## config.mk

```make
export PLATFORM = sky130hd
export DESIGN_NAME = apb_master_arbiter
export DESIGN_NICKNAME = d
export VERILOG_FILES = /design/src/rtl/apb_master_arbiter.sv
export SDC_FILE = /design/constraint.sdc
export NUM_CORES = 1
export LEC_CHECK = 0
export CORE_AREA = 3 3 111 113
export DETAILED_ROUTE_END_ITERATION = 6
export DIE_AREA = 0 0 114 116
export DONT_BUFFER_PORTS = 1
export SLEW_MARGIN = 15
export SYNTH_ARGS = -nofsm -noshare
export SYNTH_HDL_FRONTEND = slang
export SYNTH_SLANG_ARGS = --single-unit
```

## constraint.sdc

```tcl
create_clock -name pclk -period 2.8 [get_ports pclk]
set_input_delay 0.42 -clock pclk [delete_from_list [all_inputs] [get_ports pclk]]
set_output_delay 0.42 -clock pclk [all_outputs]
set_load 0.005 [all_outputs]
```

## src/rtl/apb_master_arbiter.sv

```systemverilog
// Round-robin arbiter that shares one APB4 master port among NUM_REQ requesters.
// Optional ACCESS-phase timeout abort is enabled with `define APB_ARB_TIMEOUT_EN.
module apb_master_arbiter #(
  parameter int NUM_REQ        = 2,
  parameter int ADDR_WIDTH     = 32,
  parameter int DATA_WIDTH     = 32,
  parameter int TIMEOUT_CYCLES = 16
) (
  input  logic                                pclk,
  input  logic                                presetn,
  input  logic [NUM_REQ-1:0]                  req_valid,
  output logic [NUM_REQ-1:0]                  req_ready,
  input  logic [NUM_REQ*ADDR_WIDTH-1:0]       req_addr,
  input  logic [NUM_REQ-1:0]                  req_write,
  input  logic [NUM_REQ*DATA_WIDTH-1:0]       req_wdata,
  input  logic [NUM_REQ*(DATA_WIDTH/8)-1:0]   req_strb,
  output logic [NUM_REQ-1:0]                  rsp_valid,
  output logic [DATA_WIDTH-1:0]               rsp_rdata,
  output logic                                rsp_err,
  output logic [ADDR_WIDTH-1:0]               paddr,
  output logic [2:0]                          pprot,
  output logic                                psel,
  output logic                                penable,
  output logic                                pwrite,
  output logic [DATA_WIDTH-1:0]               pwdata,
  output logic [DATA_WIDTH/8-1:0]             pstrb,
  input  logic [DATA_WIDTH-1:0]               prdata,
  input  logic                                pready,
  input  logic                                pslverr
);

  localparam int STRB_W = DATA_WIDTH / 8;
  localparam int IDX_W  = $clog2(NUM_REQ);

  typedef enum logic [1:0] {IDLE, SETUP, ACCESS} state_t;

  state_t                 state_reg;
  logic [IDX_W-1:0]       rr_ptr_reg;   // requester with highest priority next
  logic [IDX_W-1:0]       grant_reg;
  logic [ADDR_WIDTH-1:0]  addr_reg;
  logic                   write_reg;
  logic [DATA_WIDTH-1:0]  wdata_reg;
  logic [STRB_W-1:0]      strb_reg;
  logic                   psel_reg;
  logic                   penable_reg;
  logic [NUM_REQ-1:0]     rsp_valid_reg;
  logic [DATA_WIDTH-1:0]  rsp_rdata_reg;
  logic                   rsp_err_reg;

  logic [ADDR_WIDTH-1:0]  addr_arr  [NUM_REQ];
  logic [DATA_WIDTH-1:0]  wdata_arr [NUM_REQ];
  logic [STRB_W-1:0]      strb_arr  [NUM_REQ];

  for (genvar gi = 0; gi < NUM_REQ; gi++) begin : g_unpack
    assign addr_arr[gi]  = req_addr[gi*ADDR_WIDTH +: ADDR_WIDTH];
    assign wdata_arr[gi] = req_wdata[gi*DATA_WIDTH +: DATA_WIDTH];
    assign strb_arr[gi]  = req_strb[gi*STRB_W +: STRB_W];
  end

  // Scan upward from the rotating pointer; first asserted request wins.
  logic [IDX_W-1:0] winner;
  logic             found;
  logic [IDX_W-1:0] cand;
  int               idx;

  always_comb begin
    winner = '0;
    found  = 1'b0;
    cand   = '0;
    idx    = 0;
    for (int k = 0; k < NUM_REQ; k++) begin
      idx = int'(rr_ptr_reg) + k;
      if (idx >= NUM_REQ) idx = idx - NUM_REQ;
      cand = IDX_W'(idx);
      if (!found && req_valid[cand]) begin
        found  = 1'b1;
        winner = cand;
      end
    end
  end

  assign req_ready = (state_reg == IDLE && found) ? (NUM_REQ'(1) << winner) : '0;

  logic timeout_hit;

`ifdef APB_ARB_TIMEOUT_EN
  localparam int TO_W = $clog2(TIMEOUT_CYCLES + 1);
  logic [TO_W-1:0] to_cnt_reg;

  // Abort on the edge where the wait count would reach TIMEOUT_CYCLES.
  assign timeout_hit = !pready && (to_cnt_reg == TO_W'(TIMEOUT_CYCLES - 1));

  always_ff @(posedge pclk) begin
    if (!presetn) begin
      to_cnt_reg <= '0;
    end else if (state_reg != ACCESS) begin
      to_cnt_reg <= '0;
    end else if (!pready) begin
      to_cnt_reg <= to_cnt_reg + 1'b1;
    end
  end
`else
  assign timeout_hit = 1'b0;
`endif

  always_ff @(posedge pclk) begin
    if (!presetn) begin
      state_reg     <= IDLE;
      rr_ptr_reg    <= '0;
      grant_reg     <= '0;
      addr_reg      <= '0;
      write_reg     <= 1'b0;
      wdata_reg     <= '0;
      strb_reg      <= '0;
      psel_reg      <= 1'b0;
      penable_reg   <= 1'b0;
      rsp_valid_reg <= '0;
      rsp_rdata_reg <= '0;
      rsp_err_reg   <= 1'b0;
    end else begin
      rsp_valid_reg <= '0;
      case (state_reg)
        IDLE: begin
          if (found) begin
            addr_reg    <= addr_arr[winner];
            write_reg   <= req_write[winner];
            wdata_reg   <= wdata_arr[winner];
            strb_reg    <= req_write[winner] ? strb_arr[winner] : '0;
            grant_reg   <= winner;
            rr_ptr_reg  <= (winner == IDX_W'(NUM_REQ - 1)) ? '0 : winner + 1'b1;
            psel_reg    <= 1'b1;
            penable_reg <= 1'b0;
            state_reg   <= SETUP;
          end
        end
        SETUP: begin
          penable_reg <= 1'b1;
          state_reg   <= ACCESS;
        end
        ACCESS: begin
          if (pready) begin
            rsp_rdata_reg <= write_reg ? '0 : prdata;
            rsp_err_reg   <= pslverr;
            rsp_valid_reg <= NUM_REQ'(1) << grant_reg;
            psel_reg      <= 1'b0;
            penable_reg   <= 1'b0;
            state_reg     <= IDLE;
          end else if (timeout_hit) begin
            rsp_rdata_reg <= '0;
            rsp_err_reg   <= 1'b1;
            rsp_valid_reg <= NUM_REQ'(1) << grant_reg;
            psel_reg      <= 1'b0;
            penable_reg   <= 1'b0;
            state_reg     <= IDLE;
          end
        end
        default: state_reg <= IDLE;
      endcase
    end
  end

  assign paddr     = addr_reg;
  assign pprot     = 3'b000;
  assign psel      = psel_reg;
  assign penable   = penable_reg;
  assign pwrite    = write_reg;
  assign pwdata    = wdata_reg;
  assign pstrb     = strb_reg;
  assign rsp_valid = rsp_valid_reg;
  assign rsp_rdata = rsp_rdata_reg;
  assign rsp_err   = rsp_err_reg;

endmodule
```

==> key figures <==
Worst setup path
  – CP max-delay cell: dfxtp_1
  – Startpoint types: register
  – CP cell instances: nor2_1, o21ai_0, nor2_1
  – CP required: 2380 ps
  – Crit path DAT: 1620 ps
  – Critical path class: register to output port
  – CP max FO: 7
  – CP dominant cell by count: nor2_1
  – Critical Path Max Stage Delay: about 380 ps
  – CP Capture Type: output port

Finish
  – Nets: slightly below 600
  – Commonest cells after routing, fill and taps aside: 110 x dfxtp_1, 76 x nor2_1, 66 x mux2i_1
  – Share of cells above drive strength 1: around 16%
  – Multi-input logic area: roughly 2200 sq um
  – Layout filler cell count: between 1,000 and 1,500
  – Register area: approximately 2200 sq um
  – Layout area overhead: 8.07%
  – Most common cell after layout, fill and taps aside: dfxtp_1
  – Post-route cell area: between 4000 and 5000 sq um
  – Ant. Diodes: 0

Power and ir drop
  – Net Sw Frac: 28.8%
  – Peak VDD IR: 0.412 mV
  – Net Sw Power: just over 0.001 W
  – Clk pwr share: around a third
  – PwrDens: just over 700 nW/um^2
  – Sequential share of power: 50.9%
  – Leakage power: 2.08 nW
  – Logic pwr share: ~14%
  – Internal Power: around 0.0026 W

Floorplan
  – Io pins: between 200 and 300
  – Die span in x: approximately 110 um
  – FP Rows: 39
  – Height of the die: about 120 um
  – Initial cell density of the core: approximately two fifths
  – Die ar.: around 13,000 sq um
  – Core Area: about 11,000 sq um

Timing
  – Final setup vio count: 0
  – Clock Skew: about 7.2 ps
  – Unrepaired setup endpoints after global routing: no
  – Period utilisation layout: between 70% and 80%
  – Final count of hold timing violations: 0
  – Setup TNS: 0 ps
  – Worst Max-Slew Pin Slew: a little under 700 ps
  – WHS: approximately 190 ps
  – Max Fclk: 490 MHz
  – Slew HR: between 50% and 60%
  – Pins Over Slew Limit: 0
  – Min cycle time layout: 2040 ps

Logic synthesis
  – Synth area leaders: dfxtp_1 48%, mux2i_1 14%, a211oi_2 10%
  – Asr flop ratio synth: 0%
  – Synth Warn #: 0
  – Post-Synth Simple-Gate Area: between 8 and 9%
  – Post-Syn Instances: about 430
  – Post-synthesis cell area: roughly 4600 sq um
  – Post-synthesis register bit count: 110
  – Synth Area in Compound Gates: between 20% and 30%
  – Seq/Total Area, Yosys: 47.7%
  – Largest family of logic cells by synthesized area: compound AO/OA/AOI/OAI gates
  – Post-synth EDFFs: 0
  – Cell taking the most area after synthesis: dfxtp_1
  – Post-synthesis mux area share: between 10% and 20%
  – Adder-cell share of the synthesized area: 0%
  – Top cell type's share of synthesized area: around 48%
  – Netlist cell types: 29
  – Mean area per synthesized cell: between 10 and 15 sq um
  – XOR/XNOR Fraction of Synth Area: 0%
  – Main synth FF type: dfxtp_1

Global routing
  – Largest net degree at the start of global routing: 57
  – GRT busiest layer: met2
  – Met1 Usage GRT: between 10% and 20%
  – First-pass GRT wire length: roughly 16,000 um
  – Met3 Use GR: under 10%
  – Vias in the first global route: between 3,000 and 4,000
  – GRT met2 Usage: a little over a quarter
  – Remaining global-route overflow: 0
  – Total Routing Usage GR: around 15%
  – Initial antenna violation count: 0

Route
  – DR iter-0 viols: approximately 170
  – DRC errors left: 0
  – Routed WL: around 11,000 um
  – Post-route antenna net violation count: 0
  – DR vias/cell: between 5 and 6
  – Via count: about 3,200
  – DR WL/cell: 19.1 um
  – Pre-antenna DRT Iters: 4

Clock tree
  – Post-CTS resize count: 0
  – CTS Buf Count: 9
  – Cts hold-fix bufs: 0
  – Clock transition at the registers of the reported paths: 80 ps
  – Clock Tree Root: clkbuf_16
  – Max Buffers Root-to-Sink: 2
  – Clk sinks: 110
  – Htree depth: 3
  – Worst-Skew Late Latency: ~340 ps
  – Post-CTS setup buffer count: 0
  – CTS tree: built

Place
  – Gpl congestion: approximately 0.73
  – PortBufs: 0
  – HPWL after DPL: 8260 um
  – Placed Area: between 4000 and 5000 sq um

Run status
  – Status: complete, no violations

Job
  – Max cap viols: 0

Hold path
  – Hold/Removal Path Class: input port to register
## power by group through the flow
stage	clock, W	sequential (W)	combinational [W]
3_3_place_gp	0	0.00187	0.000502
6_report	0.00126	0.00183	0.000512
3_5_place_dp	0	0.00187	0.000521
2_1_floorplan	0	0.00182	0.000462
4_1_cts	0.00131	0.00184	0.000520
5_1_grt	0.00137	0.00185	0.000579
## synth_stat cells (5+ instances only)
master    count
buf_2        17
and2_1        5
o21a_1        6
clkbuf_1     12
a211oi_2     38
mux2i_1      66
buf_6         5
nor2_1       76
o21ai_0       7
dfxtp_1     110
buf_4         6
a211oi_1     26
a22o_1       32
## cells by family (layout without fill, tap and decap cells)
family	after synthesis	in the layout
buffers and inverters	44	28
other	1	3
multiplexers	66	66
AO/OA/AOI/OAI	121	121
flip-flops	110	110
AND/OR/NAND/NOR	92	92
## through the flow
step / setup slack [ps] / instances / total power, W / util, %
finish: 758 / 563 / 0.00360 / 43.7
global route: 563 / 563 / 0.00380 / 43.7
CTS: 704 / 563 / 0.00367 / 43.7
detailed placement: 797 / 547 / 0.00239 / 41.0
global placement: 885 / 547 / 0.00237 / 41.0
floorplan: 1060 / 436 / 0.00229 / -
## cell type report
type / count / share of cell area (%)
timing repair buffer: 8 / 1.96
inverter: 4 / 0.301
clock inverter: 7 / 1.53
multi-input combinational: 282 / 44.0
sequential: 110 / 44.1
clock buffer: 9 / 4.51
tap: 143 / 3.58
## final timing paths
path / from / endpoint / slack, ps / cells past startpoint
setup / recovery: state_reg[1] / req_ready[1] / 760 / 3
hold / removal: presetn / grant_reg / 190 / 1
setup reg to reg: state_reg[1] / pwdata[11] / 1140 / 4
hold reg to reg: grant_reg / rsp_valid[0] / 420 / 1
## metal layers
| metal | vias up | wire, um |
|---|---|---|
| met3 | 12 | 1200 |
| met4 | 0 | 133 |
| met5 | - | 0 |
| met1 | 1460 | 3890 |
| met2 | 167 | 5540 |
| li1 | 1549 | - |
## worst max-delay path, delay by kind of cell, from the launching register on
family / cells / cell delay (ps)
compound gates: 1 / 320
flops: 1 / 380
simple gates: 2 / 570
No activity file was read; power rests on OpenSTA's default activity.
